===== config.mk =====
export PLATFORM = sky130hd
export DESIGN_NAME = reg_file_write_bank
export DESIGN_NICKNAME = d
export VERILOG_FILES = /design/src/rtl/reg_file_write_bank.sv
export SDC_FILE = /design/constraint.sdc
export NUM_CORES = 2
export LEC_CHECK = 0
export ABC_CLOCK_PERIOD_IN_PS = 79400
export BUFFER_PORTS_ARGS = -buffer_cell sky130_fd_sc_hd__buf_4
export CAP_MARGIN = 20
export CORE_MARGIN = 8
export CORE_UTILIZATION = 60
export DETAILED_ROUTE_END_ITERATION = 16
export PLACE_DENSITY = 0.77
export SYNTH_ARGS = -nofsm -noshare
export SYNTH_HDL_FRONTEND = slang
export SYNTH_SLANG_ARGS = --single-unit

===== constraint.sdc =====
create_clock -name clock -period 79.4 [get_ports clock]
set_input_delay 7.94 -clock clock [delete_from_list [all_inputs] [get_ports clock]]
set_output_delay 7.94 -clock clock [all_outputs]
set_load 0.03 [all_outputs]

===== src/rtl/reg_file_write_bank.sv =====
// ---------------------------------------------------------------------------
// reg_file_write_bank
//
// Purpose
//   Write side of the 32-entry datapath register file, plus its two
//   combinational read ports. A 5-to-32 one-hot write decoder drives 31
//   storage registers (X0..X30) of n bits each. X31 is the zero register
//   (XZR): it has no storage, ignores writes and always reads 0.
//   A read port whose address matches an in-flight write (WE=1, WA==RAx,
//   WA!=31) forwards WD in the same cycle. This lets write-back and decode
//   share a cycle without a hazard.
//
// Ports
//   clock  in   1   rising-edge clock for all storage
//   reset  in   1   asynchronous, active-high; clears X0..X30
//   WE     in   1   write enable (RegWrite)
//   WA     in   5   write address (Rd)
//   WD     in   n   write data (write-back result)
//   RA1    in   5   read address, port 1 (Rn)
//   RA2    in   5   read address, port 2 (Rm/Rt)
//   RD1    out  n   read data, port 1
//   RD2    out  n   read data, port 2
// ---------------------------------------------------------------------------

// One storage register of the bank. It loads d_i on a clock edge when
// wen_i is set and clears asynchronously on reset.
module reg_file_write_bank_cell #(
    parameter int n = 64
) (
    input  logic         clock,
    input  logic         reset,
    input  logic         wen_i,
    input  logic [n-1:0] d_i,
    output logic [n-1:0] q_o
);

    logic [n-1:0] r_q;
    logic [n-1:0] r_d;

    always_comb begin
        r_d = r_q;
        if (wen_i) r_d = d_i;
    end

    // Reset has priority over the clock. A write on an edge where reset
    // is also high is therefore dropped.
    always_ff @(posedge clock or posedge reset) begin
        if (reset) r_q <= '0;
        else       r_q <= r_d;
    end

    assign q_o = r_q;

endmodule

module reg_file_write_bank #(
    parameter int n = 64
) (
    input  logic         clock,
    input  logic         reset,
    input  logic         WE,
    input  logic [4:0]   WA,
    input  logic [n-1:0] WD,
    input  logic [4:0]   RA1,
    input  logic [4:0]   RA2,
    output logic [n-1:0] RD1,
    output logic [n-1:0] RD2
);

    localparam logic [4:0] XZR = 5'h1F;

    logic [31:0]  wen;
    logic [n-1:0] bank [32];
    logic         fwd1;
    logic         fwd2;

    // Write decoder. The shift is evaluated only under WE, so an X or Z
    // address with WE=0 still yields an all-zero enable vector. XZR's
    // enable is forced off.
    always_comb begin
        wen = '0;
        if (WE) wen = 32'b1 << WA;
        wen[31] = 1'b0;
    end

    genvar k;
    generate
        for (k = 0; k < 31; k++) begin : g_reg
            reg_file_write_bank_cell #(.n(n)) u_cell (
                .clock (clock),
                .reset (reset),
                .wen_i (wen[k]),
                .d_i   (WD),
                .q_o   (bank[k])
            );
        end
    endgenerate

    // XZR has no storage. Tying its slot to zero lets the read mux stay a
    // plain 32:1 select.
    assign bank[31] = '0;

    // Forwarding is suppressed during reset, because writes are ignored
    // then. The bank is already clear, so both ports read 0.
    assign fwd1 = WE && !reset && (WA == RA1) && (WA != XZR);
    assign fwd2 = WE && !reset && (WA == RA2) && (WA != XZR);

    always_comb begin
        RD1 = bank[RA1];
        if (fwd1)  RD1 = WD;
        if (reset) RD1 = '0;
    end

    always_comb begin
        RD2 = bank[RA2];
        if (fwd2)  RD2 = WD;
        if (reset) RD2 = '0;
    end

endmodule

---- Yosys cells after proc, flatten, opt, wreduce, memory -nomap -nowiden ----
Cells that the tools add are included.
word-level totals
  register bits after elaboration ......... 1984
  bits of input ports ..................... 82
  word-level logic and storage cells ...... 56
  memory bits (writable) .................. 0
  memories ................................ 0
  output and inout port bits .............. 128
  bits in latches ......................... 0
  ROM bits ................................ 0
cells by class
  muxes and demuxes ....................... 11
  eq/ne operators ......................... 3
  add/sub/neg operators ................... 0
  magnitude comparators ................... 2
  bitwise operators ....................... 2
  div/mod/pow operators ................... 0
  reduce and logical (&&, ||, !) cells .... 6
  multiply operators ...................... 0
  shift-type cells ........................ 1
operator list
  cell                                                                 count
  64-bit binary-select mux with 5-bit select                           2
  64-bit 2-to-1 mux                                                    8
  31-bit 2-to-1 mux                                                    1
  1-bit by 5-bit << shifter with 31-bit output (first input constant)  1
  6-bit >= comparator (second input constant)                          2
  5-bit inverter with 6-bit output                                     2
  5-bit equality test                                                  2
  1-bit logical AND                                                    5
  5-bit inequality test (second input constant)                        1
  1-bit logical NOT                                                    1

---- Depth between registers and ports, before layout ----
  depth in word-level cells ............... 6
  depth in mapped cells ................... 9
  mapped depth without buffers ............ 5

---- Modules after synthesis ----
A second synthesis with hierarchy kept.
second synthesis, totals
  cells, all modules ...................... 6973
  area, all modules ....................... 116200.2 sq um
modules (own cells, without submodules)
  module                    area each (sq um)  sequential area each (sq um)  times used  cells an instance
  reg_file_write_bank_cell  2682.6             1601.5                        31          136
  reg_file_write_bank       33040.4            0.0                           1           2757

---- Worst setup path after synthesis ----
OpenSTA, ideal clock, no wires.
  path type ............................... in2out
  from .................................... input reset
  to ...................................... output RD2[10]
  required time ........................... 71.460 ns
  slack ................................... 17.871 ns
  stages on the path ...................... 5
  arrival time ............................ 53.589 ns
  buffers on the path ..................... 2
  path through ............................ inv_1 > and4_1 > buf_2 > buf_2 > a22o_1
between the ends
  cells in the longest elaborated chain, start to end .. 6
RTL lines
  element                         RTL line  text
  start: declaration              60        input logic reset,
  1-bit logical NOT               106       assign fwd2 = WE && !reset && (WA == RA2) && (WA != XZR);
  1-bit logical AND (3 in a row)  106
  64-bit 2-to-1 mux               116       if (fwd2) RD2 = WD;
  64-bit 2-to-1 mux (*)           117       if (reset) RD2 = '0;
  end: declaration                67        output logic [n-1:0] RD2
Every way passes the cells marked *; elsewhere a longest branch is shown, timed or not.

---- Worst setup path after layout ----
  from .................................... input RA2[0]
  to ...................................... output RD2[39]
between the ends
  cells in the longest elaborated chain, start to end .. 6
  elaborated cells on any way between the ends .. 9
  those cells by class .................... eq/ne (1); mux (5); bitwise (1); reduce/logical (2)
RTL lines
  element                                                 RTL line  text
  start: declaration                                      65        input logic [4:0] RA2,
  5-bit inverter with 6-bit output (not written as such)  115       RD2 = bank[RA2];
  64-bit binary-select mux with 5-bit select              115
  64-bit 2-to-1 mux (not written as such) (2 in a row)    115
  64-bit 2-to-1 mux (*)                                   116
  64-bit 2-to-1 mux (*)                                   117
Every way passes the cells marked *; elsewhere a longest branch is shown, timed or not. The select of a mux whose other input is x is not followed.

==> metrics <==
Slew Limit Headroom 17.4%; Mapped Area 0.106 mm2; EDFF count, synth 0; max_cap viols 0; clock-pin slew of the registers on the worst-case setup and hold paths 0.06 ns; iteration-0 DRC count of the detailed router 8975; synthesized instance count 7424; Reg-to-Reg Start g_reg[22].u_cell.q_o[13]$_DFFE_PP0P_; Hold WC Path Type register to register; IO Port Bufs 209; Initial Utilization 60.3%; CP required 71.46 ns; Critical Path Sink Type primary output; Final TNS setup 0 ns; final hold violation count 0; clock sink count 1984; hold path startpoint g_reg[22].u_cell.q_o[12]$_DFFE_PP0P_; CTS tree yes; post-route setup slack 58.68 ns; Via density 7.49; Post-CTS Resized 0; # rows 154; Synth Flop Type dfrtp_1; post-CTS setup buffer count 0; leakage 50.6 nW; VDD IR max 0.0280 mV; pwr/cell area 25.5 mW/mm2; Final Setup Violations 0; largest net degree at the start of global routing 196; ratio of cells with drive above 1 in the final layout 43.2%; chip height 436 um; Reg2Reg Capture Point g_reg[22].u_cell.q_o[13]$_DFFE_PP0P_; hold path cells 1; DRC violations left 0; total power 2.94 mW; DR vias 72700; sequential cell area fraction in the yosys report 46.8%; minimum clock period 20.72 ns; Tot GR Track Use 36.1%; launch point of the worst path RA2[0]; final WL 350000 um; antenna violations before repair 23; gpl congestion 0.850; first-pass GRT wire length 514000 um; Worst Max-Slew Pin Slew 1.24 ns; CTS max path bufs 3; CTS buffer count 207; GR Overflow Total 0; Synth warnings 0; WHS Endpoint g_reg[22].u_cell.q_o[12]$_DFFE_PP0P_; hold_buf cts 0; status finished, final reports clean; Distinct cells, synth 48; Clock Latency Late Sink 0.85 ns; Filler Cell Count 12400; number of global-route vias before repair 75000; Startpoint Class input pin; Die W 436 um; non-filler cells, final 9701; post-synthesis net count 7506; RSZ-0062 raised after global routing false; final period utilization 26.1%; Avg Cell Area, Syn 14.3 um2; Die Area 0.190 mm2; final-stage net count 7259; Antenna Nets Post-Route 0; placed insts 9304; CTS H-Tree Depth 4; pre-CTS setup slack 58.89 ns; Max Fanout on Critical Path 102; num ports 210; flop2flop setup slack 78.54 ns; clk_skew 0 ns; synthesis-stage register bit count 1984; Max Slew Vio Count 0; DR WL/cell 36.1 um; Core ar. 0.176 mm2; Root Buffer clkbuf_16; ys async rst share 100%; WP data arrival 12.78 ns; f_max 0.0483 GHz; Reg2Reg Depth 1; number of flip-flops under the largest register name 1984; First-pass DRT Iterations 6; crit path kind input pin to primary output; Area Overhead vs Synth 8.82%; Detail Placement HPWL 193000 um
cell usage in the layout (no fill, tap or decap), types with 8 or more instances in the layout:
cell type	n
dfrtp_1	1984
mux2_2	1672
mux4_2	731
mux2i_1	530
buf_4	360
mux2_1	248
clkbuf_16	212
o22ai_1	191
a22oi_1	136
o221ai_1	128
o21ai_0	121
nand2_1	110
a21oi_1	107
nor2_1	93
o211ai_1	90
a32o_1	89
inv_1	64
clkbuf_1	56
a221oi_1	47
clkbuf_8	46
a22o_1	39
clkinv_2	35
nand4_1	30
nand3_1	27
o21ai_1	25
diode_2	17
a31oi_1	17
a211oi_1	15
bufinv_16	13
nor2_4	12
nand2_4	10
buf_12	8
final cells by class:
type | count | area, um2 | area share (%)
inverters | 67 | 264 | 0.229
multi-input cells | 4537 | 52600 | 45.6
repair buffers | 380 | 3100 | 2.69
clock inverters | 64 | 704 | 0.611
clock buffers | 312 | 6120 | 5.31
well taps | 2340 | 2930 | 2.54
diodes | 17 | 42.5 | 0.0369
flip-flops and latches | 1984 | 49600 | 43.0
report_power, final:
group	total (mW)	switching, mW	internal [mW]
clock	0.988	0.417	0.571
sequential	1.35	0.144	1.21
combinational	0.600	0.262	0.337
total	2.94	0.822	2.12
worst max-delay path, cell delays in order:
cell and delay, ns:
buf_8 0.36, buf_12 0.65, buf_4 0.89, buf_4 0.91
mux4_2 0.61, mux2i_1 0.15, o211ai_1 0.10, a32o_1 0.37
buf_4 0.20
cell families after synthesis:
logic type | after synthesis | share of synthesized area, %
XOR/XNOR | 8 | 0.0661
AO/OA/AOI/OAI | 1007 | 6.76
AND/OR/NAND/NOR | 341 | 1.50
buffers and inverters | 903 | 3.93
flip-flops | 1984 | 46.8
multiplexers | 3181 | 40.9
layer usage:
metal | up-vias | part of all wire, % | track usage [%]
met2 | 4792 | 45 | 54.0
met4 | 10 | 7.7 | 23.2
met5 | - | 0.021 | 0
met1 | 38200 | 36 | 46.7
li1 | 28300 | - | -
met3 | 1413 | 12 | 10.1
worst max-delay path by stage:
stage,endpoint,slack (ns),cells after the start
finish,RD2[39],58.68,9
global route,RD2[55],58.49,9
CTS,RD2[39],58.84,9
floorplan,g_reg[0].u_cell.q_o[0]$_DFFE_PP0P_,15.40,1
global placement,RD2[39],58.84,9
detailed placement,RD2[39],58.89,9
Yosys cell counts (all sizes together), types with 15 or more instances:
master	instances	share of area [%]
nand3	34	0.17
nand2	123	0.44
nand4	30	0.18
mux2i	530	5.0
o221ai	128	1.1
a22oi	136	0.96
a21oi	108	0.51
mux2	1920	20
a221oi	47	0.39
o21ai	146	0.69
mux4	731	16
a31oi	18	0.11
inv	67	0.24
dfrtp	1984	47
o22ai	191	1.1
a211oi	15	0.11
a22o	39	0.32
a32o	89	0.84
o211ai	90	0.64
clkbuf	318	1.1
buf	518	2.6
nor2	108	0.42
through the flow:
stage / cell area (um2) / hold slack (ns) / util, %
after floorplan: 106000 / 0.470 / -
after global placement: 108000 / 0.479 / 61.6
after detailed placement: 108000 / 0.490 / 61.6
after CTS: 115000 / 0.504 / 65.5
after global routing: 115000 / 0.514 / 65.6
final: 115000 / 0.503 / 65.6
Note: power is estimated with default switching activity, not from simulation.
